<file path="src/rtl/bp_fe_fetch_buffer.sv">
`default_nettype none
// +--------------------------------------------------------------------------+
// | bp_fe_fetch_buffer                                                       |
// | In-order FIFO between IF2 and the FE queue; blocks on fetch exception.   |
// | Revision: 1.0                                                            |
// +--------------------------------------------------------------------------+
module bp_fe_fetch_buffer #(
    parameter int vaddr_width_p       = 39,
    parameter int instr_width_p       = 32,
    parameter int br_metadata_width_p = 64,
    parameter int els_p               = 4
) (
    input  logic                           clk_i,
    input  logic                           reset_i,
    input  logic                           flush_i,
    input  logic                           v_i,
    output logic                           ready_o,
    input  logic [vaddr_width_p-1:0]       pc_i,
    input  logic [instr_width_p-1:0]       instr_i,
    input  logic [br_metadata_width_p-1:0] br_metadata_fwd_i,
    input  logic [1:0]                     exc_i,
    output logic                           v_o,
    input  logic                           yumi_i,
    output logic [vaddr_width_p-1:0]       pc_o,
    output logic [instr_width_p-1:0]       instr_o,
    output logic [br_metadata_width_p-1:0] br_metadata_fwd_o,
    output logic [1:0]                     exc_o,
    output logic [$clog2(els_p+1)-1:0]     count_o
);

    localparam int ptr_w_lp = $clog2(els_p);
    localparam int cnt_w_lp = $clog2(els_p+1);
    localparam logic [cnt_w_lp-1:0] full_lp = cnt_w_lp'(els_p);

    typedef enum logic [0:0] {
        e_run   = 1'b0,
        e_stall = 1'b1
    } state_e;

    state_e                state_q, state_d;
    logic [ptr_w_lp-1:0]   rptr_q, rptr_d;
    logic [ptr_w_lp-1:0]   wptr_q, wptr_d;
    logic [cnt_w_lp-1:0]   count_q, count_d;

    logic [vaddr_width_p-1:0]       pc_mem    [els_p];
    logic [instr_width_p-1:0]       instr_mem [els_p];
    logic [br_metadata_width_p-1:0] md_mem    [els_p];
    logic [1:0]                     exc_mem   [els_p];

    logic enq, deq;

    assign ready_o = (state_q == e_run) & (count_q != full_lp) & ~flush_i;
    assign enq     = v_i & ready_o;
    // Dequeue on an empty buffer is illegal; gate it so pointers stay put.
    assign deq     = yumi_i & ~flush_i & (count_q != '0);

    always_comb begin
        state_d = state_q;
        rptr_d  = rptr_q;
        wptr_d  = wptr_q;
        count_d = count_q;
        if (flush_i) begin
            state_d = e_run;
            rptr_d  = '0;
            wptr_d  = '0;
            count_d = '0;
        end else begin
            if (enq) begin
                wptr_d = wptr_q + ptr_w_lp'(1);
                if (exc_i != 2'd0) begin
                    state_d = e_stall;
                end
            end
            if (deq) begin
                rptr_d = rptr_q + ptr_w_lp'(1);
            end
            if (enq & ~deq) begin
                count_d = count_q + cnt_w_lp'(1);
            end else if (deq & ~enq) begin
                count_d = count_q - cnt_w_lp'(1);
            end
        end
    end

    always_ff @(posedge clk_i or posedge reset_i) begin
        if (reset_i) begin
            state_q <= e_run;
            rptr_q  <= '0;
            wptr_q  <= '0;
            count_q <= '0;
        end else begin
            state_q <= state_d;
            rptr_q  <= rptr_d;
            wptr_q  <= wptr_d;
            count_q <= count_d;
        end
    end

    // Storage needs no reset: outputs are masked whenever the buffer is empty.
    always_ff @(posedge clk_i) begin
        if (enq) begin
            pc_mem[wptr_q]    <= pc_i;
            instr_mem[wptr_q] <= (exc_i != 2'd0) ? '0 : instr_i;
            md_mem[wptr_q]    <= br_metadata_fwd_i;
            exc_mem[wptr_q]   <= exc_i;
        end
    end

    assign v_o               = (count_q != '0);
    assign count_o           = count_q;
    assign pc_o              = v_o ? pc_mem[rptr_q]    : '0;
    assign instr_o           = v_o ? instr_mem[rptr_q] : '0;
    assign br_metadata_fwd_o = v_o ? md_mem[rptr_q]    : '0;
    assign exc_o             = v_o ? exc_mem[rptr_q]   : '0;

endmodule
`default_nettype wire
</file>
<file path="config.mk">
export PLATFORM = sky130hd
export DESIGN_NAME = bp_fe_fetch_buffer
export DESIGN_NICKNAME = d
export VERILOG_FILES = /design/src/rtl/bp_fe_fetch_buffer.sv
export SDC_FILE = /design/constraint.sdc
export NUM_CORES = 1
export LEC_CHECK = 0
export BUFFER_PORTS_ARGS = -buffer_cell sky130_fd_sc_hd__buf_2
export CAP_MARGIN = 5
export CORE_MARGIN = 4
export CORE_UTILIZATION = 57
export DETAILED_ROUTE_END_ITERATION = 8
export GPL_ROUTABILITY_DRIVEN = 1
export PLACE_DENSITY = 0.79
export SETUP_SLACK_MARGIN = 0.15
export SLEW_MARGIN = 10
export SYNTH_ARGS = -nofsm -noshare
export SYNTH_HDL_FRONTEND = slang
export SYNTH_SLANG_ARGS = --single-unit
</file>
<file path="constraint.sdc">
create_clock -name clk_i -period 5 [get_ports clk_i]
set_input_delay 0.75 -clock clk_i [delete_from_list [all_inputs] [get_ports clk_i]]
set_output_delay 0.75 -clock clk_i [all_outputs]
set_load 0.01 [all_outputs]
</file>
==> results.toml <==
[grt]
antenna_found_initial = 13
grt_pass1_wl_mm = 65.5
grt_max_degree = 92
grt-ovfl-total = 0
grtUsageTotal_pct = 21.0
grt_pass1_vias = 10700

[synthesis]
synth_top_area_share_pct = 76.8
syn_avg_cell_area_um2 = 22.3
async_flop_share_pct = 1.44
synth_area_leaders = "edfxtp_1 77%, mux4_2 14%, and2_1 5.1%"
synth_area_um2 = 21400
synth_most_common_cell = "edfxtp_1"
synth_edf_count = 548
synthFlopType = "edfxtp_1"
synth_nets = 1109
ys_ff_latch = 556
synth_common_cells = "548 x edfxtp_1, 174 x and2_1, 137 x mux4_2"
synth.distinct_cells = 29
synthCells = 962
ys_seq_area_share_pct = 77.8
ys_warn_count = 0
synth_top_cell_by_area = "edfxtp_1"

[pwr]
p_comb_share_pct = 27.2
p_leak_nw = 8.70
pwr-share-seq_pct = 41.8
sw_frac_of_total_pct = 27.8
clockPowerShare_pct = 31.0
ir_drop_mv = 1.04
total_power_mw = 13.4
p_int_mw = 9.71
power.density_nw_per_um2 = 532
p_sw_mw = 3.73

[clock_tree]
path_clk_slew_ps = 60
insertion_delay_ps = 580
cts_setup_buffers = 0
cts_buffer_depth = 3
h-tree-depth = 2
cts_tree = "done"
clock-sinks = 556
hold_buffers = 0
cts_resized = 0
cts-root-buf = "clkbuf_16"
cts_buffers = 54

[layout]
fin_nets = 1412
area_growth_pct = 18.0
fillerInstances = 2290
drive_gt1_share_pct = 40.4

[floorplan]
die-area_um2 = 40700
rows = 70
core_um2 = 36900
die_height_um = 202
io_pins = 284
start_util_pct = 58.1
die_x_um = 202

[routing]
postRouteAntennaNets = 0
wirelength_mm = 42.5
viasPerCell = 5.63
avgRoutedWirePerCell_um = 23.4
drc = 0
drt-initial-drc-count = 648
drt_first_pass_iters = 5
vias = 10200

[setup_path]
startpoint_type = "flop"
end_kind = "output port"
required_ps = 4250
r2r-start = "count_o[0]"
critical_path.startpoint = "rptr_q[0]"
path_max_fanout = 46
worst-setup-path-type = "flop to output port"
cp.arrival_ps = 2800
r2r_slack_ps = 2210

[placed_design]
gp_congestion = 0.784
hpwlAfterDp_mm = 24.9
portBuffers = 283

[sta]
tightest_slew_ps = 997
skew_ps = 17.1
timing.fmax_ghz = 0.282
final.min_clock_period_ps = 3550
slew_viol_final = 0
hold_violations = 0
maxSlewHeadroom_pct = 33.5
setup_viol = 0
post-route-period-util_pct = 71.0
setup_tns_ps = 0
rsz0062_at_grt = "false"

[worst_hold_path]
min-delay-path-class = "input port to asynchronous set/reset pin"

[status]
status = "finished, final reports clean"

[run]
max_cap_viol_count = 0
## critical path, stage by stage, from the launching register on
cell and delay (ps):
dfrtp_4 820, buf_12 410, mux4_2 580, and2_1 200, buf_2 150
## final timing paths
check	cells after the start	to
max in group asynchronous	2	rptr_q[0]
setup reg to reg	6	count_o[2]
setup / recovery	4	instr_o[7]
hold / removal	2	wptr_q[1]
hold reg to reg	1	wptr_q[0]
min in group clk_i	1	md_mem[3][52]
## per-stage QoR
stage          utilization [%]  instance area [um2]  std cells  setup WS [ps]  hold slack, ps
2_1_floorplan                -                21400        962            152             486
3_3_place_gp              63.5                23400       1713           2000             523
3_5_place_dp              63.5                23400       1713           1900             523
4_1_cts                   68.5                25300       1813           1360            82.3
5_1_grt                   68.5                25300       1818           1220             115
6_report                  68.5                25300       1819           1450             113
## logic make-up after synthesis
group,synth area share [%]
muxes,14.6
AOI/OAI and AO/OA,0.146
buffers and inverters,1.48
and+or+nand+nor,5.58
DFF,77.8
xor gates and xnor gates,0.123
adders and majority gates,0.327
## cells in the final DEF, fill, tap and decap left out, types with 2 or more instances in the layout
cell	count
edfxtp_1	548
buf_2	283
and2_1	170
mux4_2	137
clkbuf_16	57
clkinv_2	12
clkinv_1	10
nor2_1	9
bufinv_16	9
clkbuf_1	9
buf_4	9
buf_12	7
diode_2	6
inv_1	6
dfrtp_1	6
and2_4	4
ha_1	4
mux2_2	3
and3_1	2
a21oi_1	2
nand3_1	2
xor2_1	2
clkinvlp_4	2
dfrtp_4	2
## routing by layer
metal	global-route usage [%]	part of all wire (%)
met1	30.0	40
met2	32.8	50
met4	7.08	2.5
met5	0	0.20
met3	5.25	7.6
## state kept, by name, indices dropped and copies added (netlist names)
signal     cells
state_q        1
instr_mem    128
rptr_q         2
wptr_q         2
pc_mem       156
md_mem       256
exc_mem        8
count_o        3
## power by group through the flow
| stage | registers [mW] | clock network, mW | logic [mW] |
|---|---|---|---|
| CTS | 5.63 | 4.27 | 3.75 |
| global placement | 5.70 | 0 | 3.68 |
| floorplan | 5.64 | 0 | 2.50 |
| global route | 5.65 | 4.48 | 3.97 |
| finish | 5.62 | 4.17 | 3.66 |
| detailed placement | 5.72 | 0 | 3.72 |
## cell type report
class,count,area [um2],area share [%]
clock buffers,66,1460,5.78
multi-input cells,348,4460,17.6
diodes,6,15.0,0.0594
well taps,504,631,2.50
flip-flops and latches,556,16700,66.0
repair buffers,299,1620,6.43
clock inverters,34,392,1.55
inverters,6,22.5,0.0891
No activity file was read; power rests on OpenSTA's default activity.
